## src/rtl/spi_responder.sv

```systemverilog
// SPI mode-0 responder: oversamples sclk/cs_n/mosi on raw_clk and exchanges 8- or 16-bit words.
// Optional sticky overrun flag is enabled by defining SPI_RESPONDER_OVERRUN_EN.
module spi_responder #(
    parameter int SYNC_STAGES = 2
) (
    input  logic        raw_clk,
    input  logic        reset_n,
    input  logic        width_16,
    input  logic [15:0] tx_data,
    output logic [15:0] rx_data,
    output logic        rx_valid,
    input  logic        rx_ack,
    output logic        busy,
    output logic        overrun,
    input  logic        sclk,
    input  logic        cs_n,
    input  logic        mosi,
    output logic        miso,
    output logic        miso_oe
);

    typedef enum logic [1:0] {IDLE, SHIFT, DONE} state_t;

    state_t                 state_q, state_d;
    logic [SYNC_STAGES-1:0] sclk_sync_q, cs_sync_q, mosi_sync_q;
    logic                   sclk_prev_q, cs_prev_q;
    logic                   width_q, width_d;
    logic [15:0]            tx_shift_q, tx_shift_d;
    logic [15:0]            rx_shift_q, rx_shift_d;
    logic [4:0]             bit_cnt_q, bit_cnt_d;
    logic [15:0]            rx_data_q, rx_data_d;
    logic                   rx_valid_q, rx_valid_d;
    logic                   miso_q, miso_d;
    logic                   miso_oe_q, miso_oe_d;

    logic        sclk_s, cs_s, mosi_s;
    logic        sclk_rise, sclk_fall, cs_fall, cs_rise;
    logic [15:0] tx_load;
    logic [4:0]  last_cnt;

    function automatic logic [15:0] align_tx(input logic w16, input logic [15:0] d);
        return w16 ? d : {d[7:0], 8'h00};
    endfunction

    always_ff @(posedge raw_clk or negedge reset_n) begin
        if (!reset_n) begin
            sclk_sync_q <= '0;
            cs_sync_q   <= '1;
            mosi_sync_q <= '0;
            sclk_prev_q <= 1'b0;
            cs_prev_q   <= 1'b1;
        end else begin
            sclk_sync_q <= {sclk_sync_q[SYNC_STAGES-2:0], sclk};
            cs_sync_q   <= {cs_sync_q[SYNC_STAGES-2:0], cs_n};
            mosi_sync_q <= {mosi_sync_q[SYNC_STAGES-2:0], mosi};
            sclk_prev_q <= sclk_sync_q[SYNC_STAGES-1];
            cs_prev_q   <= cs_sync_q[SYNC_STAGES-1];
        end
    end

    assign sclk_s    = sclk_sync_q[SYNC_STAGES-1];
    assign cs_s      = cs_sync_q[SYNC_STAGES-1];
    assign mosi_s    = mosi_sync_q[SYNC_STAGES-1];
    assign sclk_rise = sclk_s & ~sclk_prev_q;
    assign sclk_fall = ~sclk_s & sclk_prev_q;
    assign cs_fall   = ~cs_s & cs_prev_q;
    assign cs_rise   = cs_s & ~cs_prev_q;
    assign tx_load   = align_tx(width_16, tx_data);
    assign last_cnt  = width_q ? 5'd16 : 5'd8;

`ifdef SPI_RESPONDER_OVERRUN_EN
    logic overrun_q, overrun_d;
    always_ff @(posedge raw_clk or negedge reset_n) begin
        if (!reset_n) overrun_q <= 1'b0;
        else          overrun_q <= overrun_d;
    end
    assign overrun = overrun_q;
`else
    assign overrun = 1'b0;
`endif

    always_ff @(posedge raw_clk or negedge reset_n) begin
        if (!reset_n) begin
            state_q    <= IDLE;
            width_q    <= 1'b0;
            tx_shift_q <= '0;
            rx_shift_q <= '0;
            bit_cnt_q  <= '0;
            rx_data_q  <= '0;
            rx_valid_q <= 1'b0;
            miso_q     <= 1'b0;
            miso_oe_q  <= 1'b0;
        end else begin
            state_q    <= state_d;
            width_q    <= width_d;
            tx_shift_q <= tx_shift_d;
            rx_shift_q <= rx_shift_d;
            bit_cnt_q  <= bit_cnt_d;
            rx_data_q  <= rx_data_d;
            rx_valid_q <= rx_valid_d;
            miso_q     <= miso_d;
            miso_oe_q  <= miso_oe_d;
        end
    end

    always_comb begin
        state_d    = state_q;
        width_d    = width_q;
        tx_shift_d = tx_shift_q;
        rx_shift_d = rx_shift_q;
        bit_cnt_d  = bit_cnt_q;
        rx_data_d  = rx_data_q;
        rx_valid_d = rx_valid_q & ~rx_ack;
        miso_d     = miso_q;
        miso_oe_d  = miso_oe_q;
`ifdef SPI_RESPONDER_OVERRUN_EN
        overrun_d  = overrun_q & ~rx_ack;
`endif
        case (state_q)
            IDLE: begin
                if (cs_fall) begin
                    state_d    = SHIFT;
                    width_d    = width_16;
                    tx_shift_d = tx_load;
                    miso_d     = tx_load[15];
                    bit_cnt_d  = '0;
                    miso_oe_d  = 1'b1;
                end
            end
            SHIFT: begin
                if (sclk_rise) begin
                    rx_shift_d = {rx_shift_q[14:0], mosi_s};
                    bit_cnt_d  = bit_cnt_q + 5'd1;
                    if (bit_cnt_q + 5'd1 == last_cnt) state_d = DONE;
                // count 0 here means the fall trailing the previous word's last bit
                end else if (sclk_fall && bit_cnt_q != 5'd0) begin
                    tx_shift_d = {tx_shift_q[14:0], 1'b0};
                    miso_d     = tx_shift_q[14];
                end
            end
            DONE: begin
                rx_data_d  = width_q ? rx_shift_q : {8'h00, rx_shift_q[7:0]};
                rx_valid_d = 1'b1;
`ifdef SPI_RESPONDER_OVERRUN_EN
                if (rx_valid_q && !rx_ack) overrun_d = 1'b1;
`endif
                bit_cnt_d  = '0;
                if (!cs_s) begin
                    state_d    = SHIFT;
                    width_d    = width_16;
                    tx_shift_d = tx_load;
                    miso_d     = tx_load[15];
                end else begin
                    state_d   = IDLE;
                    miso_d    = 1'b0;
                    miso_oe_d = 1'b0;
                end
            end
            default: state_d = IDLE;
        endcase
        if (cs_rise) begin
            state_d   = IDLE;
            bit_cnt_d = '0;
            miso_d    = 1'b0;
            miso_oe_d = 1'b0;
        end
    end

    assign rx_data  = rx_data_q;
    assign rx_valid = rx_valid_q;
    assign busy     = (state_q != IDLE);
    assign miso     = miso_q;
    assign miso_oe  = miso_oe_q;

endmodule
```

## config.mk

```make
export PLATFORM = sky130hd
export DESIGN_NAME = spi_responder
export DESIGN_NICKNAME = d
export VERILOG_FILES = /design/src/rtl/spi_responder.sv
export SDC_FILE = /design/constraint.sdc
export NUM_CORES = 1
export LEC_CHECK = 0
export CAP_MARGIN = 20
export CORE_AREA = 4 4 80 82
export CTS_CLUSTER_SIZE = 40
export DETAILED_ROUTE_END_ITERATION = 8
export DIE_AREA = 0 0 84 86
export HOLD_SLACK_MARGIN = 0.1
export PLACE_DENSITY_LB_ADDON = 0.1
export SYNTH_ARGS = -nofsm -noshare
export SYNTH_HDL_FRONTEND = slang
export SYNTH_SLANG_ARGS = --single-unit
export TNS_END_PERCENT = 30
```

## constraint.sdc

```tcl
create_clock -name raw_clk -period 3.2 [get_ports raw_clk]
set_input_delay 0.48 -clock raw_clk [delete_from_list [all_inputs] [get_ports raw_clk]]
set_output_delay 0.48 -clock raw_clk [all_outputs]
set_load 0.02 [all_outputs]
```

== Word-level counts from Yosys, hierarchy flattened ==
Cells that the tools add are included.

* $add $sub $neg: 1
* Multiply operators: 0
* Divide/modulo/power cells: 0
* Magnitude comparators: 0
* Equality and inequality tests: 13
* Shifts and indexed selects: 0
* Muxes and demuxes: 32
* Bitwise gates (word level): 10
* Reduce and logical (&&, ||, !) cells: 15

{| class="wikitable"
|+ Operator list
! operator !! number
|-
| 2-to-1 mux 15 bit || 4
|-
| one-hot mux 15 bit (3 select lines) || 1
|-
| 2-to-1 mux 16 bit || 2
|-
| 2-to-1 mux 5 bit || 4
|-
| != test 3 bit, second input constant || 6
|-
| one-hot mux 5 bit (3 select lines) || 1
|-
| 2-to-1 mux 1 bit || 12
|-
| AND reduction 3 bit || 4
|-
| 2-to-1 mux 2 bit || 4
|-
| != test 2 bit, second input constant || 4
|-
| one-hot mux 2 bit (3 select lines) || 1
|-
| nonzero test 3 bit || 2
|-
| adder 5 x 1 -> 5 bit, second input constant || 1
|-
| bitwise AND 1 bit || 5
|-
| == test 5 bit || 1
|-
| NOT 1 bit || 5
|-
| AND reduction 5 bit || 1
|-
| nonzero test 5 bit || 1
|-
| one-hot mux 1 bit (2 select lines) || 2
|-
| AND reduction 4 bit || 1
|-
| nonzero test 2 bit || 2
|-
| nonzero test 4 bit || 1
|-
| one-hot mux 1 bit (3 select lines) || 1
|-
| == test 2 x 1 -> 1 bit, second input constant || 1
|-
| 4 further kinds || 4
|}

* Register bits after elaboration: 66
* Bits in latches: 0
* Memory bits (writable): 0
* Memory bits (read-only): 0
* Output and inout port bits: 21
* Memories kept: 0

== Logic depth before layout (Yosys ltp) ==
* Word-level depth: 7
* Gate-level depth with buffers: 9

== Worst setup path before layout ==
No wires, ideal clock.

* Path type: flip-flop to flip-flop
* Start: reg cs_prev_q
* End: reg bit_cnt_q[1]
* Setup time: 121 ps
* Arrival: 1558 ps
* Required time: 3079 ps
* Path slack: 1521 ps
* Stages on the path, launching flop included: 7
* Path buffers: 0
* Path through: dfstp_2 -> inv_1 -> ha_1 -> or2b_4 -> o21a_4 -> nor2b_1 -> a22o_1

* Cells in the longest elaborated chain, start to end: 4
* Elaborated cells between the ends (all ways): 8

{| class="wikitable"
|+ RTL lines
! element !! line !! text
|-
| start: declaration || 26 || <nowiki>logic sclk_prev_q, cs_prev_q;</nowiki>
|-
| start signal: assignment || 57 || <nowiki>cs_prev_q <= cs_sync_q[SYNC_STAGES-1];</nowiki>
|-
| NOT 1 bit || 67 || <nowiki>assign cs_rise = cs_s & ~cs_prev_q;</nowiki>
|-
| bitwise AND 1 bit || 67 ||
|-
| != test 3 bit (no line) / nonzero test 4 bit (equally long branches) || n/a ||
|-
| AND reduction 3 bit (no line) || n/a ||
|-
| end signal: assignment || 98 || <nowiki>bit_cnt_q <= bit_cnt_d;</nowiki>
|-
| end: declaration || 30 || <nowiki>logic [4:0] bit_cnt_q, bit_cnt_d;</nowiki>
|}

Parallel ways exist; a longest one is shown, timed or not.
A chain may end at the register's enable or synchronous reset.

== Final worst setup path ==
* Start: reg state_q[1]
* End: out busy

* Cells in the longest elaborated chain, start to end: 1

{| class="wikitable"
|+ RTL lines
! element !! line !! text
|-
| start: declaration || 24 || <nowiki>state_t state_q, state_d;</nowiki>
|-
| start signal: assignment || 94 || <nowiki>state_q <= state_d;</nowiki>
|-
| nonzero test 2 bit || 171 || <nowiki>assign busy = (state_q != IDLE);</nowiki>
|-
| end: declaration || 13 || <nowiki>output logic busy,</nowiki>
|}

Every way passes these cells.

==> impl_metrics.py <==
metrics = {
    "outcome": {
        "status": "complete, no violations",
    },
    "timing": {
        "finalHoldViolations": 0,
        "tns_ps": 0,
        "setup_slack_ps": 852,
        "hold_ws_ps": 195,
        "final_max_slew_viol_count": 0,
        "max_freq_mhz": 426,
        "period_share": 0.734,
        "tightest_slew_ps": 720,
        "fin_skew_ps": 11.3,
        "slew_headroom": 0.520,
        "rsz0062_at_grt": "no",
        "final.min_clock_period_ps": 2350,
        "setup_viol_count_final": 0,
    },
    "synthesis": {
        "syn_area_um2": 2950,
        "synth_cells": 268,
        "ys_seq_area_frac": 0.560,
        "synth-edff-count": 0,
        "synthArstFlopShare": 1.00,
        "syn_nets": 299,
        "synth_cell_types": 39,
        "ys.warnings.count": 0,
        "syn_avg_cell_area_um2": 11.0,
        "synth_flop_cell": "dfrtp_1",
        "synth_seq_cells": 66,
    },
    "cells_and_area": {
        "nFillCells": 492,
        "final_nets": 342,
        "multi_input_area_um2": 1160,
        "seqCellArea_um2": 1660,
        "diodes": 0,
        "layout_commonest_cell": "dfrtp_1",
        "final_cell_mix": "63 x dfrtp_1, 41 x clkdlybuf4s50_1, 31 x o21ai_0",
        "synthToLayoutAreaGrowth_pct": 23.0,
        "fin_area_um2": 3630,
        "final_core_util": 0.632,
        "layout-drive-gt1-share": 0.171,
        "final_cells": 391,
    },
    "cts": {
        "clockBufferDepth": 2,
        "clk_pin_slew_ps": 80,
        "cts-root-buf": "clkbuf_8",
        "post_cts.repair.setup_buffers": 0,
        "numCtsBuffers": 9,
        "ctsResizeCount": 0,
        "cts.sinks": 66,
        "clock_latency_ps": 340,
        "cts_tree": "built",
        "cts.htree.levels": 3,
        "cts_hold_buf": 0,
    },
    "floorplan": {
        "die_x_um": 84,
        "placementRows": 28,
        "die-area_um2": 7220,
        "die-height_um": 86,
        "core_area_um2": 5750,
        "start_util": 0.514,
        "pin_count": 44,
    },
    "power_and_ir_drop": {
        "p_leak_nw": 1.64,
        "total_power_mw": 2.50,
        "peakVddDrop_uv": 351,
        "pwr_density_cell_nw_per_um2": 688,
    },
    "worst_setup_path": {
        "crit_type": "reg2out",
        "cp.arrival_ps": 1870,
        "path_max_fanout": 9,
        "worstReg2RegStart": "state_q[0]$_DFFE_PN0P_",
        "startpoint_type": "register",
        "crit_family": "buffers and inverters",
        "crit_path_cell_trace": "inv_1, ha_1, inv_2, clkdlybuf4s50_1",
        "reg2regPathDepth": 8,
        "rr_endpoint": "miso$_DFFE_PN0P_",
        "cpPeakStageDelay_ps": 610,
        "cp-end-kind": "output port",
        "worstPathRequired_ps": 2720,
        "critPathBufInv": 3,
        "r2r_slack_ps": 1160,
        "cp_slowest_cell": "clkdlybuf4s50_1",
    },
    "route": {
        "drtIter0Drc": 56,
        "drtPass1Iterations": 4,
        "route.detailed.drc": 0,
        "ant_nets": 0,
        "num_vias": 2026,
        "vias_per_cell": 5.18,
        "wl_per_cell_um": 13.7,
        "drt_wl_total_um": 5360,
    },
    "grt": {
        "grt_overflow_total": 0,
        "grt_pass1_vias": 2034,
        "grt_pass1_wl_um": 9460,
        "antenna_found_initial": 0,
        "grt_usage": 0.165,
        "grt_max_degree": 34,
    },
    "placed_design": {
        "hpwl_um": 3760,
        "place_area_um2": 3430,
        "pre_cts_ws_ps": 882,
        "place_inst": 375,
        "gp_congestion": 0.786,
        "portBuffers": 42,
    },
    "min_path": {
        "hp-class": "in2async",
    },
    "run": {
        "drv_cap": 0,
    },
}
state kept, by name, summed over array words and instances, names as in the netlist, 2 cells and up:
register     flops
rx_data         16
rx_shift_q      16
tx_shift_q      15
bit_cnt_q        5
cs_sync_q        2
mosi_sync_q      2
sclk_sync_q      2
state_q          2
how the worst max path moves through the flow:
stage / start / endpoint / slack [ps] / depth (start not counted)
3_5_place_dp: width_16 / tx_shift_q[6]$_DFFE_PN0P_ / 880 / 4
6_report: state_q[1]$_DFFE_PN0P_ / busy / 850 / 4
2_1_floorplan: cs_prev_q$_DFF_PN1_ / bit_cnt_q[1]$_DFFE_PN0P_ / 1520 / 6
4_1_cts: state_q[1]$_DFFE_PN0P_ / busy / 830 / 4
5_1_grt: state_q[1]$_DFFE_PN0P_ / busy / 760 / 4
3_3_place_gp: width_16 / tx_shift_q[7]$_DFFE_PN0P_ / 1030 / 4
cell type report:
| class | count | area share |
|---|---|---|
| flip-flops and latches | 66 | 0.456 |
| multi-input cells | 169 | 0.320 |
| repair buffers | 47 | 0.125 |
| clock buffers | 9 | 0.0341 |
| well taps | 75 | 0.0258 |
| clock inverters | 7 | 0.0217 |
| inverters | 18 | 0.0186 |
synth_stat cells (2+ instances only):
cell,number,share of area
clkbuf_1,4,0.0051
dfstp_2,3,0.027
a22oi_1,7,0.018
a22o_1,2,0.0059
nand2b_1,2,0.0042
o22ai_1,2,0.0042
nor2b_1,3,0.0064
dfrtp_1,63,0.53
buf_2,8,0.014
inv_1,17,0.022
mux2_2,22,0.084
xor2_1,3,0.0089
o21ai_0,31,0.053
ha_1,8,0.034
mux2_1,3,0.011
o21ai_1,3,0.0051
nor2_1,11,0.014
mux2i_1,8,0.027
a21oi_1,12,0.020
nand2_1,25,0.032
nand3_1,12,0.020
buf_1,2,0.0025
per-layer routing:
layer  GRT usage  up-vias  share of wire
li1            -     1004              -
met1       0.214      966           0.46
met3      0.0615       10          0.051
met5           0        -              0
met4      0.0541        0          0.014
met2       0.260       46           0.48
power by group:
part	switching (mW)	internal, mW	total [mW]
logic	0.372	0.307	0.678
registers	0.124	1.00	1.13
clock network	0.329	0.366	0.695
cells by family (layout without fill, tap and decap cells):
family / after synthesis / in the layout / synth area share
XOR/XNOR: 3 / 3 / 0.00890
multiplexers: 33 / 33 / 0.122
buffers and inverters: 33 / 81 / 0.0466
AND/OR/NAND/NOR: 59 / 59 / 0.0936
AO/OA/AOI/OAI: 65 / 65 / 0.133
adder cells (fa/ha/maj): 8 / 8 / 0.0339
flip-flops: 66 / 66 / 0.560
other: 1 / 1 / 0.00127
(Power assumes the default switching activity.)
